[config.mk]
export PLATFORM = sky130hd
export DESIGN_NAME = mac_operand_feeder
export DESIGN_NICKNAME = d
export VERILOG_FILES = /design/src/rtl/mac_operand_feeder.sv
export SDC_FILE = /design/constraint.sdc
export NUM_CORES = 1
export LEC_CHECK = 0
export ABC_AREA = 1
export BUFFER_PORTS_ARGS = -buffer_cell sky130_fd_sc_hd__buf_2
export CAP_MARGIN = 30
export CORE_ASPECT_RATIO = 1.1
export CORE_MARGIN = 3
export CORE_UTILIZATION = 40
export DETAILED_ROUTE_END_ITERATION = 12
export HOLD_SLACK_MARGIN = 0.03
export MAX_ROUTING_LAYER = met4
export PLACE_DENSITY_LB_ADDON = 0.05
export SLEW_MARGIN = 40
export SYNTH_ARGS = -nofsm -noshare
export SYNTH_HDL_FRONTEND = slang
export SYNTH_SLANG_ARGS = --single-unit
export TNS_END_PERCENT = 5
[constraint.sdc]
create_clock -name clk -period 1.9 [get_ports clk]
set_clock_uncertainty 0.15 [all_clocks]
set_input_delay 0.19 -clock clk [delete_from_list [all_inputs] [get_ports clk]]
set_output_delay 0.19 -clock clk [all_outputs]
set_load 0.03 [all_outputs]
[src/rtl/mac_operand_feeder.sv]
// rtl/mac_operand_feeder.sv - dot-product sequencer feeding the multiply-accumulate processor
// Optional feature macro: FEEDER_TIMEOUT_EN (WAIT watchdog, ERR state, sticky err flag)
module mac_operand_feeder #(
    parameter int DW    = 8,
    parameter int OUT_W = 16,
    parameter int LEN_W = 4
) (
    input  logic             clk,
    input  logic             rst,
    input  logic             start,
    input  logic [LEN_W-1:0] len,
    input  logic [DW-1:0]    a_data,
    input  logic             a_empty,
    output logic             a_pop,
    input  logic [DW-1:0]    b_data,
    input  logic             b_empty,
    output logic             b_pop,
    output logic [DW-1:0]    proc_a,
    output logic [DW-1:0]    proc_b,
    output logic             proc_enable,
    output logic             proc_retro,
    input  logic             proc_done,
    input  logic [OUT_W-1:0] proc_out,
    output logic [OUT_W-1:0] res_data,
    output logic             res_valid,
    input  logic             res_ready,
    output logic             busy,
    output logic             err
);

`ifdef FEEDER_TIMEOUT_EN
    typedef enum logic [2:0] {
        S_IDLE   = 3'd0,
        S_FETCH  = 3'd1,
        S_ISSUE  = 3'd2,
        S_WAIT   = 3'd3,
        S_RESULT = 3'd4,
        S_ERR    = 3'd5
    } state_t;
`else
    typedef enum logic [2:0] {
        S_IDLE   = 3'd0,
        S_FETCH  = 3'd1,
        S_ISSUE  = 3'd2,
        S_WAIT   = 3'd3,
        S_RESULT = 3'd4
    } state_t;
`endif

    state_t             state_q, state_d;
    logic [LEN_W-1:0]   len_q, len_d;
    logic [LEN_W-1:0]   idx_q, idx_d;
    logic [DW-1:0]      proc_a_q, proc_a_d;
    logic [DW-1:0]      proc_b_q, proc_b_d;
    logic               proc_retro_q, proc_retro_d;
    logic [OUT_W-1:0]   res_data_q, res_data_d;
    logic               pop_both;
    logic               last_elem;

`ifdef FEEDER_TIMEOUT_EN
    logic [3:0]         tmo_cnt_q, tmo_cnt_d;
    logic               err_q, err_d;
`endif

    // Both FIFOs must have data before a pair is taken; pops are always paired.
    assign pop_both  = (state_q == S_FETCH) && !a_empty && !b_empty;
    assign last_elem = (idx_q == (len_q - LEN_W'(1)));

    // State register and datapath flops, cleared asynchronously.
    always_ff @(posedge clk or posedge rst) begin
        if (rst) begin
            state_q      <= S_IDLE;
            len_q        <= '0;
            idx_q        <= '0;
            proc_a_q     <= '0;
            proc_b_q     <= '0;
            proc_retro_q <= 1'b0;
            res_data_q   <= '0;
        end else begin
            state_q      <= state_d;
            len_q        <= len_d;
            idx_q        <= idx_d;
            proc_a_q     <= proc_a_d;
            proc_b_q     <= proc_b_d;
            proc_retro_q <= proc_retro_d;
            res_data_q   <= res_data_d;
        end
    end

`ifdef FEEDER_TIMEOUT_EN
    // Watchdog counter and sticky error flag.
    always_ff @(posedge clk or posedge rst) begin
        if (rst) begin
            tmo_cnt_q <= '0;
            err_q     <= 1'b0;
        end else begin
            tmo_cnt_q <= tmo_cnt_d;
            err_q     <= err_d;
        end
    end
`endif

    // Next-state and next-datapath logic for the run sequencer.
    always_comb begin
        state_d      = state_q;
        len_d        = len_q;
        idx_d        = idx_q;
        proc_a_d     = proc_a_q;
        proc_b_d     = proc_b_q;
        proc_retro_d = proc_retro_q;
        res_data_d   = res_data_q;
`ifdef FEEDER_TIMEOUT_EN
        tmo_cnt_d    = tmo_cnt_q;
        err_d        = err_q;
`endif
        case (state_q)
            S_IDLE: begin
                // The index is only ever cleared here, so it cannot wrap mid-run.
                idx_d = '0;
                if (start) begin
                    if (len != '0) begin
                        len_d   = len;
                        state_d = S_FETCH;
                    end else begin
                        res_data_d = '0;
                        state_d    = S_RESULT;
                    end
                end
            end
            S_FETCH: begin
                if (pop_both) begin
                    proc_a_d     = a_data;
                    proc_b_d     = b_data;
                    // First element loads the accumulator, the rest add into it.
                    proc_retro_d = (idx_q != '0);
                    state_d      = S_ISSUE;
                end
            end
            S_ISSUE: begin
                state_d = S_WAIT;
`ifdef FEEDER_TIMEOUT_EN
                tmo_cnt_d = '0;
`endif
            end
            S_WAIT: begin
                if (proc_done) begin
                    if (last_elem) begin
                        res_data_d = proc_out;
                        state_d    = S_RESULT;
                    end else begin
                        idx_d   = idx_q + LEN_W'(1);
                        state_d = S_FETCH;
                    end
                end
`ifdef FEEDER_TIMEOUT_EN
                else if (tmo_cnt_q == 4'd14) begin
                    // Fifteenth WAIT cycle without a completion: give up on the run.
                    err_d   = 1'b1;
                    state_d = S_ERR;
                end else begin
                    tmo_cnt_d = tmo_cnt_q + 4'd1;
                end
`endif
            end
            S_RESULT: begin
                if (res_ready) begin
                    state_d = S_IDLE;
                end
            end
`ifdef FEEDER_TIMEOUT_EN
            S_ERR: begin
                state_d = S_IDLE;
            end
`endif
            default: begin
                state_d = S_IDLE;
            end
        endcase
    end

    assign a_pop       = pop_both;
    assign b_pop       = pop_both;
    assign proc_a      = proc_a_q;
    assign proc_b      = proc_b_q;
    assign proc_enable = (state_q == S_ISSUE);
    assign proc_retro  = proc_retro_q;
    assign res_data    = res_data_q;
    assign res_valid   = (state_q == S_RESULT);
    assign busy        = (state_q != S_IDLE);
`ifdef FEEDER_TIMEOUT_EN
    assign err         = err_q;
`else
    assign err         = 1'b0;
`endif

endmodule
; Yosys cells after proc, flatten, opt, wreduce, memory -nomap -nowiden
; Index checks and enable logic that the tools add are counted.
[word_totals]
reg_bits = 44
latch_bits = 0
mem_bits_rw = 0
rom_bits = 0
in_bits = 43
output_inout_bits = 39
n_memories = 0
[classes]
addsub = 2
mul = 0
n_div = 0
n_lt_le_gt_ge = 0
n_eq_ne = 12
shift = 0
n_mux = 15
bitwise_logic = 0
reduce_logical = 14
[op_table]
columns = op, n
row1 = $mux 16, 4
row2 = $pmux 16 s2, 1
row3 = $mux 3, 6
row4 = $pmux 3 s5, 1
row5 = $ne 2x2->1 const B, 6
row6 = $mux 4, 2
row7 = $pmux 4 s2, 1
row8 = $reduce_bool 4->1, 2
row9 = $eq 3x2->1 const B, 2
row10 = $reduce_and 3->1, 2
row11 = $reduce_and 5->1, 1
row12 = $add 4x1->4 const B, 1
row13 = $eq 4x4->1, 1
row14 = $reduce_and 4->1, 1
row15 = $sub 4x1->4 const B, 1
row16 = $eq 3x1->1 const B, 1
row17 = $eq 3x3->1 const B, 1
row18 = $logic_not 3->1, 1
row19 = $reduce_bool 3->1, 1
row20 = $logic_and 1x1->1, 2
row21 = $logic_not 1->1, 2
row22 = $ne 2x1->1 const B, 1
row23 = $reduce_and 2->1, 1
row24 = $reduce_bool 2->1, 1

; Depth between registers and ports, before layout
; Gate-level depths: netlist (run 1).
[logic_depth]
depth_word = 5
depth_mapped = 14

; Least setup slack after synthesis (run 1)
; Ideal clock, no wire load.
[synth_timing]
kind = reg-to-reg
startpoint = register len_q[0]
endpoint = register res_data_q[10] (netlist: res_data[10])
arrival_time_ns = 1.578
t_required_ns = 1.633
path_slack_ns = 0.055
path_stages_with_launch = 12
n_path_buf = 1
period_less_slack_ns = 1.845
path_cell_list = dfrtp_1 inv_1 ha_1 xor2_1 nand2_1 nor2_2 nand3_2 nand2_4 nand2_8 buf_12 nand2_2 nand2_1
[synth_between]
elab_chain_cells = 4
[synth_lines]
columns = element, line_no
row1 = start: declaration, 51  ; logic [LEN_W-1:0] len_q, len_d;
row2 = start signal: assignment, 81  ; len_q <= len_d;
row3 = $sub 4x1->4, 67  ; assign last_elem = (idx_q == (len_q - LEN_W'(1)));
row4 = $eq 4x4->1, 67
row5 = $ne 2x2->1 (no source line), -
row6 = $reduce_and 5->1 (no source line), -
row7 = end signal: assignment, 86  ; res_data_q <= res_data_d;
row8 = end: declaration, 56  ; logic [OUT_W-1:0] res_data_q, res_data_d;
; No other way between the ends.
; A chain may end at the register's enable or synchronous reset.

; Worst setup path in the final report (run 1)
[layout_timing]
startpoint = register len_q[1]
endpoint = register res_data_q[4] (netlist: res_data[4])
; Same word-level chain as after synthesis.

==> reports/results.tsv, run 1 <==
stage	metric	value	unit
worst_setup_path	worst-path-max-fanout	8	
pwr	p_per_area	1440	mW/mm^2
global_routing	grt_pass1_wl	9100	microns
synth	synth_seq_cells	44	
synth	synth_common_cells	113 x nand2_1, 44 x dfrtp_1, 36 x inv_1	
placement	place_area	0.00274	sq mm
synth	synth.most_common_cell	nand2_1	
finish	diodes	0	
worst_setup_path	cp_data_required_time	1.99	ns
hold_path	min_from	proc_out[13]	
global_routing	grt_overflow	0	
clocking	cts_made_buffers	5	
synth	yosysSeqAreaShare	49.4	%
global_routing	grt_util_all_layers	17.9	%
routing	routedWlPerCell	11.5	microns
timing	setup_viol	0	
finish	area_delta_synth_final	40.0	%
placement	dp_hpwl	3640	microns
synth	yosysTopAreaCell	dfrtp_1	
finish	final_area	0.00312	sq mm
synth	syn_area_per_cell	7.72	sq um
clocking	htreeDepth	2	
synth	syn_inst	289	
pwr	p_leak	1.84	nW
timing	max_slew_margin	62.7	%
timing	slew_violations	0	
floorplanning	chipHeight	84.3	microns
placement	dp_slack	0.0654	ns
synth	synth_fp_nets	335	
global_routing	first_global_vias	2014	
routing	ant_nets	0	
timing	tightest_slew	0.559	ns
hold_path	holdPathEnd	res_data[13]	
routing	drtPass1Iterations	4	
timing	fmax	542	MHz
clocking	cts.sinks	44	
global_routing	antenna_found_initial	0	
floorplanning	die_width	77.2	microns
routing	drtIter0Drc	96	
hold_path	hp-class	input pin to register	
clocking	cts_buffer_depth	2	
worst_setup_path	critPathCaptureType	register	
floorplanning	core_area	0.00520	sq mm
worst_setup_path	reg2reg_depth	10	
clocking	clkSlewWorstSetupHoldPaths	0.08	ns
worst_setup_path	cp-start-kind	register	
floorplanning	die-area	0.00651	sq mm
clocking	cts-root-buf	clkbuf_8	
hold_path	hold_depth	5	
global_routing	grt_max_degree	45	
pwr	ir_drop	0.544	mV
timing	finalCriticalPeriod	1.84	ns
timing	hold_slack	0.0454	ns
synth	mappedNetlistArea	0.00223	sq mm
synth	synth_area_leaders	dfrtp_1 49%, nand2_1 19%, inv_1 6.1%, nand3_1 6.1%, nor2_1 3.7%	
worst_setup_path	arrival	1.93	ns
worst_setup_path	rr_endpoint	res_data[4]	
synth	synth-edff-count	0	
pwr	p_total	4.51	mW
synth	ys_warn_count	0	
placement	port_buffers	80	
timing	rsz0062_at_grt	yes	
floorplanning	initial_core_util	42.9	%
worst_setup_path	r2r-start	len_q[1]	
timing	hold_viol	0	
routing	post_drt_via_cell_ratio	4.37	
worst_setup_path	path_class	register to register	
finish	fin_nets	449	
finish	drive_gt1_share	30.3	%
timing	layout_setup_ws	0.0567	ns
routing	drc	0	
synth	synth_async_sr_flop_share	100	%
status	status	completed	
synth	synth.distinct_cells	27	
floorplanning	io_pins	82	
clocking	insertion_delay	0.29	ns
placement	globalplace.congestion	0.777	
timing	period_share	97.0	%
synth	synth_ff_type	dfrtp_1	
finish	post-route-util	60.0	%
synth	synth_top_cell_area_share	49.4	%
routing	vias	2078	
clocking	cts_tree	yes	
worst_setup_path	regToRegSetupSlack	0.06	ns
floorplanning	fp-row-count	27	
job	max-cap-violations	0	
routing	wl	5480	microns
==> how the worst max path moves through the flow <==
stage | end | startpoint | slack (ns) | depth (start not counted)
floorplan | res_data[10] | len_q[0] | 0.06 | 11
global placement | res_data[3] | len_q[0] | 0.09 | 10
detailed placement | res_data[5] | len_q[0] | 0.07 | 10
CTS | res_data[5] | len_q[0] | 0.06 | 10
global route | res_data[2] | len_q[1] | -0.06 | 13
finish | res_data[4] | len_q[1] | 0.06 | 10
==> stage by stage <==
stage,setup TNS [ns],std cells
finish,0,475
floorplan,0,289
CTS,0,472
global placement,0,442
detailed placement,0,442
global route,-0.771,475
==> flip-flops by register name, indices dropped and copies added, names as in the netlist <==
name and count:
res_data 16, proc_a 8, proc_b 8, idx_q 4, len_q 4, state_q 3
proc_retro 1
==> critical path, cell delays in order (launching register included) <==
cell and delay (ns):
dfrtp_1 0.38, inv_2 0.09, ha_4 0.21, xor2_1 0.14
nand2_1 0.07, nor2_2 0.12, nand3_2 0.14, nand2_4 0.19
clkbuf_16 0.18, nand3_1 0.06, nand2_1 0.07
==> placed cells by master (no fill, tap or decap), types with 4 or more instances in the layout <==
| cell type | Yosys | layout |
|---|---|---|
| nand2_1 | 113 | 113 |
| buf_2 | 3 | 79 |
| dfrtp_1 | 44 | 44 |
| inv_1 | 36 | 33 |
| nand3_1 | 27 | 27 |
| dlygate4sd3_1 | 0 | 23 |
| nor2_1 | 22 | 22 |
| buf_4 | 2 | 11 |
| nand2_2 | 10 | 9 |
| clkbuf_8 | 0 | 5 |
| o21ai_0 | 4 | 4 |
==> where the power goes <==
| group | switching [mW] | internal [mW] | total (mW) |
|---|---|---|---|
| sequential | 0.236 | 1.32 | 1.56 |
| combinational | 1.60 | 0.782 | 2.38 |
| clock | 0.323 | 0.249 | 0.572 |
| total | 2.16 | 2.35 | 4.51 |
==> timing repair <==
item	in CTS	in global routing
resized for setup	1	7
buffers inserted	0	1
endpoints found under the setup margin	2	18
hold endpoints to repair	66	0
cloned	0	2
pin swaps	0	21
hold buffers	23	0
==> layout make-up <==
class | count | area (sq um)
clock buffers | 5 | 68.8
well taps | 72 | 90.1
fillers | 542 | 2080
inverters | 38 | 146
flip-flops and latches | 44 | 1100
multi-input cells | 198 | 941
repair buffers | 116 | 761
clock inverters | 2 | 12.5
==> metal layers <==
metal | wire length, microns | global-route usage (%)
met1 | 2460 | 22.8
met2 | 2640 | 28.2
met3 | 323 | 4.51
met4 | 51 | 5.34
met5 | 0 | -
==> cells by family after synthesis <==
logic type / count (synthesis) / share of synthesized area [%]
fa+ha+maj: 3 / 1.68
other cells: 1 / 0.168
simple gates: 184 / 36.0
buf+inv: 48 / 10.1
compound gates: 6 / 1.46
xor+xnor: 3 / 1.18
flops: 44 / 49.4
Note: power is estimated with default switching activity, not from simulation.
==> run 2: changes to the inputs <==
CORE_UTILIZATION = 44   (was 40)
==> run 2 against run 1 <==
Net effect: critical path type unchanged; setup slack got worse by 0.019 ns; critical path depth unchanged; sequential share of layout area decreased by 0.71 points; largest power group unchanged.
==> reports/results.tsv, run 2 (synthesized netlist as in run 1, its figures left out) <==
stage	metric	value	unit	change
worst_setup_path	path_class	register to register		
global_routing	grt_max_degree	25		-44%
finish	post-route-util	66.6	%	+6.6 points
routing	drtPass1Iterations	4		unchanged
timing	slew_violations	0		unchanged
worst_setup_path	regToRegSetupSlack	0.04	ns	-0.02 ns
clocking	clkSlewWorstSetupHoldPaths	0.08	ns	about the same
floorplanning	die-area	0.00596	sq mm	-8.4%
clocking	cts_tree	yes		
finish	diodes	0		unchanged
placement	dp_slack	0.0340	ns	-0.0314 ns
pwr	p_total	4.73	mW	+4.9%
floorplanning	core_area	0.00478	sq mm	-8.1%
worst_setup_path	cp-start-kind	register		
finish	area_delta_synth_final	42.8	%	
finish	mostFrequentLayoutCells	113 x nand2_1, 80 x buf_2, 44 x dfrtp_1		
timing	period_share	98.0	%	+0.98 points
global_routing	grt_pass1_wl	8680	microns	-4.6%
finish	fin_nets	451		+0.45%
global_routing	grt_util_all_layers	19.2	%	+1.3 points
worst_setup_path	cp_data_required_time	1.99	ns	about the same
job	max-cap-violations	0		unchanged
floorplanning	fp-row-count	26		-3.7%
clocking	cts_buffer_depth	2		unchanged
timing	hold_slack	0.0543	ns	+0.00890 ns
timing	hold_viol	0		unchanged
timing	layout_setup_ws	0.0380	ns	-0.0186 ns
worst_setup_path	critPathCaptureType	register		
global_routing	antenna_found_initial	0		unchanged
placement	globalplace.congestion	0.793		+2.1%
hold_path	hp-class	input pin to register		
timing	rsz0062_at_grt	yes		
clocking	cts-root-buf	clkbuf_8		
routing	vias	2115		+1.8%
floorplanning	initial_core_util	46.6	%	+3.8 points
clocking	cts.sinks	44		unchanged
pwr	ir_drop	0.756	mV	+39%
clocking	cts_made_buffers	5		unchanged
placement	port_buffers	80		unchanged
global_routing	grt_overflow	0		unchanged
pwr	p_per_area	1480	mW/mm^2	+2.8%
floorplanning	die_width	73.9	microns	-4.3%
clocking	insertion_delay	0.29	ns	about the same
routing	wl	5490	microns	+0.26%
global_routing	first_global_vias	1943		-3.5%
worst_setup_path	arrival	1.95	ns	+0.02 ns
worst_setup_path	worst-path-max-fanout	8		unchanged
routing	drtIter0Drc	100		+4.2%
placement	dp_hpwl	3750	microns	+3.1%
finish	layout_commonest_cell	nand2_1		
routing	drc	0		unchanged
finish	largest_register_ffs	16		unchanged
timing	fmax	537	MHz	-1.0%
status	status	completed		
timing	setup_viol	0		unchanged
routing	routedWlPerCell	11.9	microns	+3.1%
finish	drive_gt1_share	32.3	%	+2.0 points
floorplanning	chipHeight	80.7	microns	-4.3%
floorplanning	io_pins	82		unchanged
routing	ant_nets	0		unchanged
pwr	p_leak	1.87	nW	+1.6%
clocking	htreeDepth	2		unchanged
timing	finalCriticalPeriod	1.86	ns	+0.0186 ns
finish	final_area	0.00318	sq mm	+2.0%
routing	post_drt_via_cell_ratio	4.58		+4.6%
placement	place_area	0.00272	sq mm	-0.55%
[run 2: timing repair]
action                                  in CTS  in global routing
buffers inserted                             0                  4
hold buffers                                23                  0
endpoints found under the setup margin       0                 26
endpoints found under the hold margin       42                  0
resized for setup                            0                 10
[run 2: layout make-up]
| cell class | instances | area (sq um) |
|---|---|---|
| fillers | 413 | 1600 |
| well taps | 56 | 70.1 |
| repair buffers | 118 | 786 |
| clock inverters | 2 | 38.8 |
| multi-input cells | 198 | 957 |
| inverters | 38 | 149 |
| clock buffers | 6 | 82.6 |
| flip-flops and latches | 44 | 1100 |
[run 2: routing by layer]
layer / track usage (%) / vias to the layer above / routed length (microns)
li1: - / 1102 / -
met1: 23.7 / 947 / 2450
met2: 31.7 / 64 / 2720
met3: 4.26 / 2 / 282
met4: 4.89 / 0 / 35
met5: - / - / 0
[run 2: per-stage QoR]
step	instances	setup TNS [ns]
global route	462	-1.29
global placement	425	0
CTS	456	0
detailed placement	425	0
floorplan	289	0
finish	462	0
[run 2: worst max-delay path, cell delays in order, from the launching register on]
cell and delay, ns:
dfrtp_1 0.37, inv_2 0.06, ha_4 0.26, xor2_1 0.14, nand2_1 0.08, nor2_2 0.13, nand3_2 0.14, nand2_4 0.18
clkbuf_16 0.18, nand3_1 0.06, nand2_1 0.07
[run 2: where the power goes]
| group | leakage, nW | internal [mW] | switching (mW) |
|---|---|---|---|
| clock | 0.0614 | 0.430 | 0.328 |
| combinational | 1.24 | 0.790 | 1.61 |
| sequential | 0.571 | 1.32 | 0.245 |
[run 2: worst paths after layout]
check	start	endpoint	cells after the start
setup / recovery	len_q[0]	res_data[3]	10
hold / removal	proc_out[2]	res_data[2]	5
setup reg to reg	len_q[0]	res_data[3]	10
hold reg to reg	proc_a[4]	proc_a[4]	2
max in group asynchronous	rst	idx_q[0]	4
min in group asynchronous	rst	proc_b[2]	3
==> run 3: changes to the inputs <==
CORE_UTILIZATION = 46   (was 44)
HOLD_SLACK_MARGIN = 0.08   (was 0.03)
clock period = 2.4 ns   (was 1.9 ns; I/O delays follow)
==> run 3 against run 2 <==
Net effect: worst hold slack improved by 0.053 ns; sequential share of layout area increased by 2.5 points; first-iteration DRC count decreased by 13%; count of clock-buffer cells in the layout decreased by 1; critical path depth unchanged; cell area decreased by 6.8%; combinational power decreased by 27%; global-route usage increased by 0.97 points; setup slack improved by 0.35 ns; maximum frequency decreased by 7.3%.
==> reports/results.tsv, run 3 (synthesized netlist as in run 1, its figures left out) <==
stage	metric	value	unit	change
pwr	p_int	1.78	mW	-30%
timing	period_share	83.7	%	-14 points
timing	hold_viol	0		unchanged
pwr	p_comb_share	51.2	%	+0.4 points
timing	setup_viol	0		unchanged
pwr	p_per_area	1160	mW/mm^2	-22%
worst_setup_path	reg2reg_depth	10		unchanged
pwr	p_leak	1.78	nW	-4.9%
floorplanning	fp-row-count	25		-3.8%
worst_setup_path	cp_data_required_time	2.44	ns	+0.45 ns
finish	diodes	0		unchanged
pwr	p_total	3.44	mW	-27%
timing	finalSetupTns	0	ns	unchanged
finish	largest_register_ffs	16		unchanged
clocking	htreeDepth	2		unchanged
finish	fillers	394		-4.6%
finish	layout_commonest_cell	nand2_1		
worst_setup_path	rr_endpoint	res_data[1]		
worst_setup_path	cp-start-kind	register		
finish	area_delta_synth_final	33.1	%	
floorplanning	core_area	0.00447	sq mm	-6.5%
worst_setup_path	arrival	2.05	ns	+0.10 ns
finish	mostFrequentLayoutCells	113 x nand2_1, 80 x buf_2, 44 x dfrtp_1		
global_routing	first_global_vias	2018		+3.9%
finish	final_area	0.00297	sq mm	-6.8%
pwr	ir_drop	0.502	mV	-34%
clocking	clkSlewWorstSetupHoldPaths	0.08	ns	about the same
timing	hold_slack	0.108	ns	+0.0534 ns
hold_path	min_from	proc_out[12]		
clocking	cts_made_buffers	5		unchanged
timing	fmax	498	MHz	-7.3%
routing	vias	2079		-1.7%
hold_path	hold_depth	5		unchanged
global_routing	grt_pass1_wl	8960	microns	+3.2%
global_routing	grt_overflow	0		unchanged
routing	post_drt_via_cell_ratio	4.64		+1.4%
pwr	seq_power_share	35.8	%	+2.7 points
status	status	completed		
placement	globalplace.congestion	0.770		-3.0%
placement	place_area	0.00266	sq mm	-2.4%
finish	seq_area	0.00110	sq mm	unchanged
worst_setup_path	path_class	register to register		
global_routing	grt_util_all_layers	20.2	%	+0.97 points
timing	slew_violations	0		unchanged
worst_setup_path	r2r-start	len_q[0]		
floorplanning	chipHeight	79.0	microns	-2.0%
finish	fin_nets	440		-2.4%
worst_setup_path	critPathCaptureType	register		
finish	drive_gt1_share	27.7	%	-4.6 points
routing	routedWlPerCell	11.7	microns	-1.6%
timing	max_slew_margin	63.7	%	
timing	tightest_slew	0.544	ns	
clocking	insertion_delay	0.29	ns	about the same
routing	wl	5240	microns	-4.6%
routing	drtPass1Iterations	6		+2
worst_setup_path	worst-path-max-fanout	17		+9
pwr	switching_share	48.2	%	+2.0 points
hold_path	hp-class	input pin to register		
clocking	cts_tree	yes		
timing	rsz0062_at_grt	no		
clocking	cts_buffer_depth	2		unchanged
global_routing	grt_max_degree	45		+80%
floorplanning	die_width	72.4	microns	-2.0%
placement	dp_hpwl	3640	microns	-3.0%
timing	finalCriticalPeriod	2.01	ns	+0.148 ns
global_routing	antenna_found_initial	0		unchanged
pwr	p_sw	1.66	mW	-24%
routing	drc	0		unchanged
floorplanning	io_pins	82		unchanged
hold_path	holdPathEnd	res_data[12]		
job	max-cap-violations	0		unchanged
clocking	cts-root-buf	clkbuf_8		
pwr	power_frac_clock	12.9	%	-3.1 points
floorplanning	initial_core_util	49.8	%	+3.2 points
clocking	cts.sinks	44		unchanged
finish	multi_input_comb_area	903	sq um	-5.6%
floorplanning	die-area	0.00572	sq mm	-4.0%
routing	ant_nets	0		unchanged
clocking	ctsResizeCount	0		unchanged
worst_setup_path	regToRegSetupSlack	0.39	ns	+0.35 ns
placement	port_buffers	80		unchanged
routing	drtIter0Drc	87		-13%
==> run 3: what timing repair did <==
action	4_1_cts	5_1_grt
endpoints found under the hold margin	66	0
hold buffers	23	0
setup buffers	0	0
==> run 3: worst max-delay path: stages, from the launching register on <==
cell and delay, ns:
dfrtp_1 0.39, inv_1 0.11, ha_1 0.25, xor2_1 0.15, nand2_1 0.07, nor2_2 0.15
nand3_2 0.14, nand2_4 0.21, nand2_8 0.15, nand2_1 0.09, nand2_1 0.05
==> run 3: per-layer routing <==
layer | global-route usage (%) | share of wire, %
met1 | 23.8 | 44
met2 | 34.2 | 49
met3 | 4.81 | 5.6
met4 | 6.09 | 1.5
met5 | - | 0
==> run 3: worst max path at each step <==
stage / cells past startpoint / start / endpoint / slack, ns
CTS: 10 / len_q[0] / res_data[4] / 0.37
finish: 10 / len_q[0] / res_data[1] / 0.39
global route: 10 / len_q[0] / res_data[5] / 0.21
global placement: 10 / len_q[0] / res_data[0] / 0.45
detailed placement: 10 / len_q[0] / res_data[4] / 0.39
floorplan: 11 / len_q[0] / res_data[10] / 0.56
==> run 3: cell type report <==
cell class | instances | area share, %
sequential | 44 | 37.1
multi-input combinational | 197 | 30.5
timing repair buffer | 108 | 22.5
inverter | 38 | 4.89
clock buffer | 5 | 2.32
tap | 54 | 2.28
clock inverter | 2 | 0.422
==> run 3: metrics by stage <==
stage	instances	setup slack, ns	util [%]
floorplan	289	0.555	-
global placement	418	0.450	59.4
detailed placement	418	0.386	59.4
CTS	448	0.372	66.3
global route	448	0.213	66.3
finish	448	0.391	66.3
==> run 3: power groups by stage <==
stage          registers, mW  logic (mW)  clock network [mW]
6_report                1.23        1.76               0.444
5_1_grt                 1.27        1.95               0.492
4_1_cts                 1.23        1.78               0.466
3_5_place_dp            1.24        1.75                   0
3_3_place_gp            1.24        1.72                   0
2_1_floorplan           1.71       0.795                   0
